===== src/rtl/transaction_control_pkg.sv =====
// Shared definitions for the coin-transfer responder: state encodings,
// player addresses and default widths.
package transaction_control_pkg;

  localparam int BAL_W_DEF  = 8;
  localparam int KEY_W_DEF  = 4;
  localparam int ADDR_W_DEF = 1;

  localparam logic P1_ADDR = 1'b0;
  localparam logic P2_ADDR = 1'b1;

  typedef enum logic [3:0] {
    ST_IDLE     = 4'd0,
    ST_RD_SRC   = 4'd1,
    ST_WAIT_SRC = 4'd2,
    ST_CHECK    = 4'd3,
    ST_RD_DST   = 4'd4,
    ST_WAIT_DST = 4'd5,
    ST_WR_SRC   = 4'd6,
    ST_WR_DST   = 4'd7,
    ST_DONE     = 4'd8
  } state_e;

endpackage


===== src/rtl/transaction_control_alu.sv =====
// Combinational balance arithmetic for one transfer: funds check,
// sender debit and saturating receiver credit.
module tx_balance_alu #(
  parameter int BAL_W = 8
) (
  input  logic [BAL_W-1:0] src_bal_i,
  input  logic [BAL_W-1:0] dst_bal_i,
  input  logic [BAL_W-1:0] amount_i,
  output logic             funds_ok_o,
  output logic [BAL_W-1:0] src_new_o,
  output logic [BAL_W-1:0] dst_new_o
);

  // Credit clamps at the all-ones balance instead of wrapping.
  function automatic logic [BAL_W-1:0] sat_add(input logic [BAL_W-1:0] a,
                                               input logic [BAL_W-1:0] b);
    logic [BAL_W:0] sum;
    sum = {1'b0, a} + {1'b0, b};
    return sum[BAL_W] ? {BAL_W{1'b1}} : sum[BAL_W-1:0];
  endfunction

  assign funds_ok_o = (src_bal_i >= amount_i);
  assign src_new_o  = src_bal_i - amount_i;
  assign dst_new_o  = sat_add(dst_bal_i, amount_i);

endmodule


===== src/rtl/transaction_control.sv =====
// Executes one coin transfer between the two balance RAM entries in response
// to the main controller's start/finished handshake.
module transaction_control
  import transaction_control_pkg::*;
#(
  parameter int BAL_W  = BAL_W_DEF,
  parameter int KEY_W  = KEY_W_DEF,
  parameter int ADDR_W = ADDR_W_DEF
) (
  input  logic              clock,
  input  logic              resetn,
  input  logic              reset_others,
  input  logic              start_transaction,
  input  logic              sender_sel,
  input  logic [BAL_W-1:0]  amount,
  input  logic [KEY_W-1:0]  key,
  input  logic [KEY_W-1:0]  expected_key,
  input  logic [BAL_W-1:0]  mem_rdata,
  output logic [ADDR_W-1:0] mem_addr,
  output logic [BAL_W-1:0]  mem_wdata,
  output logic              mem_we,
  output logic              finished_transaction,
  output logic              tx_ok,
  output logic              err_key,
  output logic              err_funds
);

  state_e state_q, state_d;
  logic   tx_ok_q, tx_ok_d;
  logic   err_key_q, err_key_d;
  logic   err_funds_q, err_funds_d;

  logic [BAL_W-1:0] amount_q;
  logic [KEY_W-1:0] key_q;
  logic [KEY_W-1:0] exp_key_q;
  logic             sel_q;
  logic [BAL_W-1:0] src_bal_q;
  logic [BAL_W-1:0] dst_bal_q;

  logic             latch;
  logic             funds_ok;
  logic [BAL_W-1:0] src_new;
  logic [BAL_W-1:0] dst_new;
  logic [ADDR_W-1:0] src_addr;
  logic [ADDR_W-1:0] dst_addr;

  assign latch    = (state_q == ST_IDLE) && start_transaction;
  assign src_addr = sel_q ? ADDR_W'(P2_ADDR) : ADDR_W'(P1_ADDR);
  assign dst_addr = sel_q ? ADDR_W'(P1_ADDR) : ADDR_W'(P2_ADDR);

  tx_balance_alu #(
    .BAL_W(BAL_W)
  ) u_alu (
    .src_bal_i  (src_bal_q),
    .dst_bal_i  (dst_bal_q),
    .amount_i   (amount_q),
    .funds_ok_o (funds_ok),
    .src_new_o  (src_new),
    .dst_new_o  (dst_new)
  );

  // Either active-low clear returns the block to a quiet IDLE.
  always_ff @(posedge clock) begin
    if (!resetn || !reset_others) begin
      state_q     <= ST_IDLE;
      tx_ok_q     <= 1'b0;
      err_key_q   <= 1'b0;
      err_funds_q <= 1'b0;
    end else begin
      state_q     <= state_d;
      tx_ok_q     <= tx_ok_d;
      err_key_q   <= err_key_d;
      err_funds_q <= err_funds_d;
    end
  end

  // Transaction operands are frozen at start so later input changes are ignored.
  always_ff @(posedge clock) begin
    if (latch) begin
      amount_q  <= amount;
      key_q     <= key;
      exp_key_q <= expected_key;
      sel_q     <= sender_sel;
    end
    if (state_q == ST_WAIT_SRC) src_bal_q <= mem_rdata;
    if (state_q == ST_WAIT_DST) dst_bal_q <= mem_rdata;
  end

  always_comb begin
    state_d     = state_q;
    tx_ok_d     = tx_ok_q;
    err_key_d   = err_key_q;
    err_funds_d = err_funds_q;
    mem_addr    = '0;
    mem_wdata   = '0;
    mem_we      = 1'b0;

    unique case (state_q)
      ST_IDLE: begin
        if (start_transaction) begin
          tx_ok_d     = 1'b0;
          err_key_d   = 1'b0;
          err_funds_d = 1'b0;
          state_d     = ST_RD_SRC;
        end
      end
      ST_RD_SRC: begin
        mem_addr = src_addr;
        state_d  = ST_WAIT_SRC;
      end
      ST_WAIT_SRC: state_d = ST_CHECK;
      ST_CHECK: begin
        if (key_q != exp_key_q) begin
          err_key_d = 1'b1;
          state_d   = ST_DONE;
        end else if (!funds_ok) begin
          err_funds_d = 1'b1;
          state_d     = ST_DONE;
        end else begin
          state_d = ST_RD_DST;
        end
      end
      ST_RD_DST: begin
        mem_addr = dst_addr;
        state_d  = ST_WAIT_DST;
      end
      ST_WAIT_DST: state_d = ST_WR_SRC;
      ST_WR_SRC: begin
        mem_addr  = src_addr;
        mem_wdata = src_new;
        mem_we    = 1'b1;
        state_d   = ST_WR_DST;
      end
      ST_WR_DST: begin
        mem_addr  = dst_addr;
        mem_wdata = dst_new;
        mem_we    = 1'b1;
        tx_ok_d   = 1'b1;
        state_d   = ST_DONE;
      end
      ST_DONE: begin
        if (!start_transaction) state_d = ST_IDLE;
      end
      default: state_d = ST_IDLE;
    endcase
  end

  assign finished_transaction = (state_q == ST_DONE);
  assign tx_ok                = tx_ok_q;
  assign err_key              = err_key_q;
  assign err_funds            = err_funds_q;

endmodule


===== config.mk =====
export PLATFORM = sky130hd
export DESIGN_NAME = transaction_control
export DESIGN_NICKNAME = d
export VERILOG_FILES = /design/src/rtl/transaction_control_pkg.sv /design/src/rtl/transaction_control_alu.sv /design/src/rtl/transaction_control.sv
export SDC_FILE = /design/constraint.sdc
export NUM_CORES = 1
export LEC_CHECK = 0
export ABC_AREA = 1
export CORE_MARGIN = 3
export CORE_UTILIZATION = 47
export DETAILED_ROUTE_END_ITERATION = 8
export PLACE_DENSITY = 0.75
export SLEW_MARGIN = 20
export SYNTH_ARGS = -nofsm -noshare
export SYNTH_HDL_FRONTEND = slang
export SYNTH_SLANG_ARGS = --single-unit

===== constraint.sdc =====
create_clock -name clock -period 1.97 [get_ports clock]
set_input_delay 0.394 -clock clock [delete_from_list [all_inputs] [get_ports clock]]
set_output_delay 0.394 -clock clock [all_outputs]
set_load 0.01 [all_outputs]

==> results_dict.tcl, run 1 <==
set metrics [dict create \
    ant_nets 0 \
    synth_xor_area_share_pct 2.71 \
    slew_headroom_pct 75.3 \
    overflow 0 \
    antenna_found_initial 0 \
    fin_nets 387 \
    r2r_cells 12 \
    cp-start-kind "flip-flop" \
    cp_max_fo 6 \
    worstPathArrival_ns 2.12 \
    drive_gt1_share_pct 27.0 \
    drt_first_pass_iters 4 \
    port_buffers 42 \
    routedWlPerCell_um 13.6 \
    io-pin-count 43 \
    start_util_pct 50.2 \
    synth_top_family_by_area "simple AND/OR/NAND/NOR gates" \
    hold_depth 2 \
    avgViaCountPerCell 5.09 \
    cts_sinks 40 \
    cts_tree "done" \
    drc_errors 0 \
    max_freq_mhz 398 \
    worst_slack_ns -0.545 \
    violations "setup timing" \
    syn_inst 246 \
    synth_fp_nets 293 \
    core_mm2 0.00450 \
    hold_path.class "flip-flop to flip-flop" \
    grt_pass1_vias 1966 \
    criticalPathCategory "flip-flop to output pin" \
    postCtsHoldBufs 0 \
    groute.usage.overall_pct 20.4 \
    maxCapViolCount 0 \
    setup_viol 8 \
    worst_pin_slew_ns 0.368 \
    layout_worst_path_cycle_share_pct 128 \
    clock_skew_ns 0.00798 \
    seq_area_frac_synth_pct 50.0 \
    final.setup.tns_ns -3.91 \
    syn_area_per_cell_um2 9.19 \
    wl_um 5360 \
    cts_made_buffers 5 \
    max-clock-path-buffers 2 \
    static-leakage-power_uw 0.00147 \
    initialDrtViolationCount 146 \
    hold_viol 0 \
    power_density_mw_per_mm2 602 \
    status "finished, violations left" \
    insertion_delay_ns 0.30 \
    grt_pass1_wl_um 8750 \
    cts-root-buf "clkbuf_8" \
    dp_hpwl_um 3960 \
    grt_max_degree 13 \
    syn_area_mm2 0.00226 \
    htreeDepth 2 \
    rsz0062_at_grt "yes" \
    hold_ws_ns 0.466 \
    cts.clk_slew.worst_paths_ns 0.08 \
    muxShareOfSynthArea_pct 0 \
    placementRows 24 \
    synthAdderAreaFrac_pct 10.6 \
    irDropWorstVdd_mv 0.422 \
    routabilityCongestion 0.839 \
    dieArea_mm2 0.00568 \
    drv_slew 0 \
    min_period_ns 2.51 \
    synth_cell_type_count 31 \
    area_delta_synth_final_pct 43.3 \
    cp-end-kind "output pin" \
    die_w_um 75.4 \
    diodes 0 \
    synth-seq-cells 40 \
    yosys.area_share.simple_pct 21.5 \
    cp.required_ns 1.58 \
    synth-compound-area-share_pct 8.97 \
    die_y_um 75.4 \
    synth.yosys.warnings 0 \
    via_count 2000 \
]
-- layer usage --
| metal | share of wire, % | routed length (um) | vias to the layer above | track usage (%) |
|---|---|---|---|---|
| met2 | 49 | 2640 | 50 | 34.7 |
| met3 | 5.2 | 278 | 7 | 3.83 |
| met5 | 0 | 0 | - | 0 |
| met4 | 1.0 | 55 | 0 | 5.24 |
| met1 | 45 | 2390 | 937 | 27.0 |
| li1 | - | - | 1006 | - |
-- synthesized netlist by cell type --
cell type	number	share of area, %
a211oi_1	1	0.33
clkinv_2	1	0.22
a21o_1	1	0.33
o21ai_0	10	2.2
nor4_1	1	0.28
fa_1	2	1.8
xor2_1	1	0.39
xnor2_1	6	2.3
a21oi_1	13	2.9
dfxtp_1	7	6.2
a31oi_1	1	0.28
inv_2	1	0.17
o31ai_2	1	0.55
o21bai_1	1	0.33
inv_1	35	5.8
nor3_1	5	1.1
o21a_1	1	0.33
ha_1	16	8.9
nand2_1	59	9.8
nand2_2	2	0.55
o21ai_1	1	0.22
nand3_1	19	4.2
a21oi_2	3	1.2
nor3_2	1	0.44
nor2_1	18	3.0
edfxtp_1	33	44
nor2_2	2	0.55
nor2_4	1	0.50
nor3_4	1	0.72
nand3b_1	1	0.33
o31ai_1	1	0.33
-- logic make-up (layout without fill, tap and decap cells) --
family | after synthesis | count (layout)
buf+inv | 37 | 132
flops | 40 | 40
fa+ha+maj | 18 | 18
compound gates | 34 | 34
simple gates | 110 | 110
xor+xnor | 7 | 7
-- final cells by class --
type                    instances  area [um^2]
clock buffers                   6         72.6
fillers                       335         1260
flip-flops and latches         40         1130
repair buffers                 87          718
well taps                      52         65.1
clock inverters                 2         35.0
inverters                      37          140
multi-input cells             169         1080
-- final timing paths --
check                                  from           end  slack, ns
worst max-delay path            amount_q[0]  mem_wdata[6]      -0.54
worst min-delay path                  tx_ok         tx_ok       0.47
worst max register to register  amount_q[0]     err_funds       0.10
worst min register to register        tx_ok         tx_ok       0.47
-- placed cells by master, fill, tap and decap left out, types with 4 or more instances in the layout --
cell and n:
buf_2 8, nor3_1 5, nand3_2 7, xnor2_1 6
a21oi_1 12, nand3_1 12, nor2_1 17, buf_4 43
inv_1 35, nand2_1 57, o21ai_0 4, ha_1 14
dfxtp_1 6, edfxtp_1 33, clkbuf_8 5, clkdlybuf4s50_1 31
o21ai_1 7
-- flip-flops by register name (all words and copies together) (netlist names) --
| name | count |
|---|---|
| amount_q | 8 |
| dst_bal_q | 8 |
| err_funds | 1 |
| err_key | 1 |
| exp_key_q | 4 |
| key_q | 4 |
| sel_q | 1 |
| src_bal_q | 8 |
| state_q | 4 |
| tx_ok | 1 |
-- timing repair --
action | 4_1_cts | 5_1_grt
pin swaps | 12 | 7
setup buffers | 5 | 2
gates resized for setup | 52 | 10
endpoints found under the setup margin | 11 | 12
gates cloned | 0 | 0
-- per-stage QoR --
stage	instance area (um^2)	cells	setup WS (ns)	utilization (%)	power (uW)
2_1_floorplan	2280	246	0.00524	-	1130
3_3_place_gp	3050	378	-0.574	67.6	1270
3_5_place_dp	3050	378	-0.590	67.6	1280
4_1_cts	3200	391	-0.530	71.1	1950
5_1_grt	3240	393	-0.645	71.9	2040
6_report	3240	393	-0.545	71.9	1950
-- power breakdown --
| group | internal, uW | total (uW) | switching, uW |
|---|---|---|---|
| clock network | 376 | 657 | 281 |
| registers | 946 | 962 | 15.5 |
| logic | 174 | 333 | 159 |
| total | 1500 | 1950 | 456 |
-- worst max-delay path: stages, from the launching register on --
cell and delay (ns):
edfxtp_1 0.40, ha_2 0.22, fa_2 0.35, nand3_2 0.10, nand2_4 0.08, a21oi_4 0.25, buf_6 0.14, nand3_2 0.05
nand2_1 0.06, nand2_1 0.06, buf_2 0.14
(Power assumes the default switching activity.)
==> run 2, diff against run 1 <==
--- a/config.mk
+++ b/config.mk
@@ -7,9 +7,9 @@
 export LEC_CHECK = 0
 export ABC_AREA = 1
 export CORE_MARGIN = 3
-export CORE_UTILIZATION = 47
+export CORE_UTILIZATION = 50
 export DETAILED_ROUTE_END_ITERATION = 8
-export PLACE_DENSITY = 0.75
+export PLACE_DENSITY = 0.76
 export SLEW_MARGIN = 20
 export SYNTH_ARGS = -nofsm -noshare
 export SYNTH_HDL_FRONTEND = slang
==> constraint.sdc (replaced) <==
create_clock -name clock -period 2.45 [get_ports clock]
set_input_delay 0.49 -clock clock [delete_from_list [all_inputs] [get_ports clock]]
set_output_delay 0.49 -clock clock [all_outputs]
set_load 0.01 [all_outputs]
==> run 2 against run 1 <==
Largest power group unchanged. Clock power increased by 13%. Cell count down 4.6%. Setup slack better by 0.33 ns. Global-route usage rose by 1.3 points. Critical path type unchanged. Die area fell by 5.5%. Clock skew rose by 0.00085 ns. The run still ends with setup timing left.
==> results_dict.tcl, run 2 (same netlist as run 1, synthesis figures left out) <==
set metrics [dict create \
    wl_um 5650 \
    status "finished, violations left" \
    grt_max_degree 14 \
    hold_ws_ns 0.472 \
    post-place-ws_ns -0.330 \
    max_stage_delay_ns 0.44 \
    power_density_mw_per_mm2 556 \
    grt_pass1_vias 1953 \
    routabilityCongestion 0.854 \
    fin_nets 371 \
    worst_pin_slew_ns 0.368 \
    drive_gt1_share_pct 24.0 \
    htreeDepth 2 \
    grt_pass1_wl_um 8780 \
    layout_worst_path_cycle_share_pct 109 \
    most-common-layout-cells "nand2_1 (54), inv_1 (35), edfxtp_1 (33), clkdlybuf4s50_1 (33), buf_4 (24)" \
    hold_viol 0 \
    cp.required_ns 1.96 \
    cts_sinks 40 \
    worst_slack_ns -0.213 \
    cts-root-buf "clkbuf_8" \
    min_period_ns 2.66 \
    cts.clk_slew.worst_paths_ns 0.08 \
    avgViaCountPerCell 5.32 \
    overflow 0 \
    antenna_found_initial 0 \
    p_sw_share_pct 21.2 \
    power.internal_uw 1410 \
    pwr-share-clk_pct 41.4 \
    cp_max_fo 5 \
    via_count 1996 \
    groute.usage.overall_pct 21.7 \
    setup_viol 8 \
    p_switching_uw 380 \
    max-clock-path-buffers 2 \
    initialDrtViolationCount 173 \
    placedInstanceArea_mm2 0.00291 \
    max_freq_mhz 376 \
    final_core_util_pct 77.1 \
    irDropWorstVdd_mv 0.432 \
    hold_path.class "flip-flop to flip-flop" \
    die_y_um 73.2 \
    criticalPathCategory "flip-flop to output pin" \
    cts_made_buffers 5 \
    static-leakage-power_uw 0.00142 \
    cp-start-kind "flip-flop" \
    postCtsHoldBufs 0 \
    worstPathArrival_ns 2.17 \
    final_common_cell "nand2_1" \
    drv_slew 0 \
    placementRows 23 \
    dieArea_mm2 0.00536 \
    drc_errors 0 \
    reg.largest.list "amount_q (8), dst_bal_q (8), src_bal_q (8)" \
    port_buffers 42 \
    pwr-share-seq_pct 43.3 \
    path_cells "ha_4 > fa_2 > nand3_2 > nand2_2 > a21oi_4 > buf_6 > o21ai_2 > nand2_1 > o21ai_1 > buf_2" \
    clock_skew_ns 0.00882 \
    slew_headroom_pct 75.3 \
    routedWlPerCell_um 15.1 \
    p_comb_share_pct 15.3 \
    start_util_pct 54.2 \
    cts_tree "done" \
    area_delta_synth_final_pct 42.3 \
    diodes 0 \
    insertion_delay_ns 0.29 \
    drt_first_pass_iters 4 \
    die_w_um 73.2 \
    fin_area_mm2 0.00322 \
    io-pin-count 43 \
    core_mm2 0.00417 \
    ant_nets 0 \
    cp-end-kind "output pin" \
    violations "setup timing" \
    dp_hpwl_um 3810 \
    maxCapViolCount 0 \
    cp_slowest_cell "edfxtp_1" \
    rsz0062_at_grt "yes" \
]
==> run 2: cell count changes in the layout (fill, tap and decap cells not counted), moves of 3 or more <==
cell,before,now
nand2_2,3,6
nand2_1,57,54
buf_6,2,5
nand3_2,7,4
buf_4,43,24
o21ai_2,0,3
==> run 2: final timing paths <==
| check | start | end | slack, ns | cells after the start |
|---|---|---|---|---|
| max | amount_q[0] | mem_wdata[2] | -0.21 | 10 |
| min | tx_ok | tx_ok | 0.47 | 2 |
| max reg2reg | amount_q[0] | state_q[3] | 0.55 | 13 |
| min reg2reg | tx_ok | tx_ok | 0.47 | 2 |
==> run 2: cell type report <==
type | instances | area [um^2]
clock buffers | 5 | 68.8
clock inverters | 3 | 90.1
fillers | 260 | 956
inverters | 37 | 140
multi-input cells | 169 | 1110
flip-flops and latches | 40 | 1130
well taps | 50 | 62.6
repair buffers | 71 | 616
==> run 2: metrics by stage <==
stage / instances / setup TNS (ns) / total power [uW]
floorplan: 246 / 0 / 907
global placement: 360 / -1.78 / 1010
detailed placement: 360 / -2.13 / 1010
CTS: 374 / -0.895 / 1770
global route: 375 / -1.87 / 1860
finish: 375 / -1.04 / 1790
==> run 2: power groups by stage <==
stage                     Sequential [uW]  Clock (uW)  Combinational, uW
final                                 774         740                274
after global routing                  776         787                299
after CTS                             773         747                252
after detailed placement              789           0                225
after global placement                788           0                221
after floorplan                       787           0                120
==> run 2: routing by layer <==
metal  part of all wire [%]  track usage, %
met1                     40            25.8
met2                     52            38.5
met3                    5.5            4.27
met4                    3.3            7.79
met5                      0               0
==> run 2: critical path, delay by kind of cell (launching register included) <==
family | cells | cell delay, ns
buf+inv | 2 | 0.30
flops | 1 | 0.44
fa+ha+maj | 2 | 0.54
simple gates | 3 | 0.24
compound gates | 3 | 0.37
==> run 2: repair_timing <==
action,in CTS,in global routing
setup endpoints to repair,9,9
setup buffers,6,1
pin swaps,13,10
gates resized for setup,56,16
==> run 3, diff against run 2 <==
--- a/config.mk
+++ b/config.mk
@@ -8,6 +8,8 @@
 export ABC_AREA = 1
 export CORE_MARGIN = 3
 export CORE_UTILIZATION = 50
+export CTS_CLUSTER_DIAMETER = 80
+export CTS_CLUSTER_SIZE = 40
 export DETAILED_ROUTE_END_ITERATION = 8
 export PLACE_DENSITY = 0.76
 export SLEW_MARGIN = 20
==> results of run 3 <==
Same layout as run 2: the final DEF is identical, and so are final timing and power.
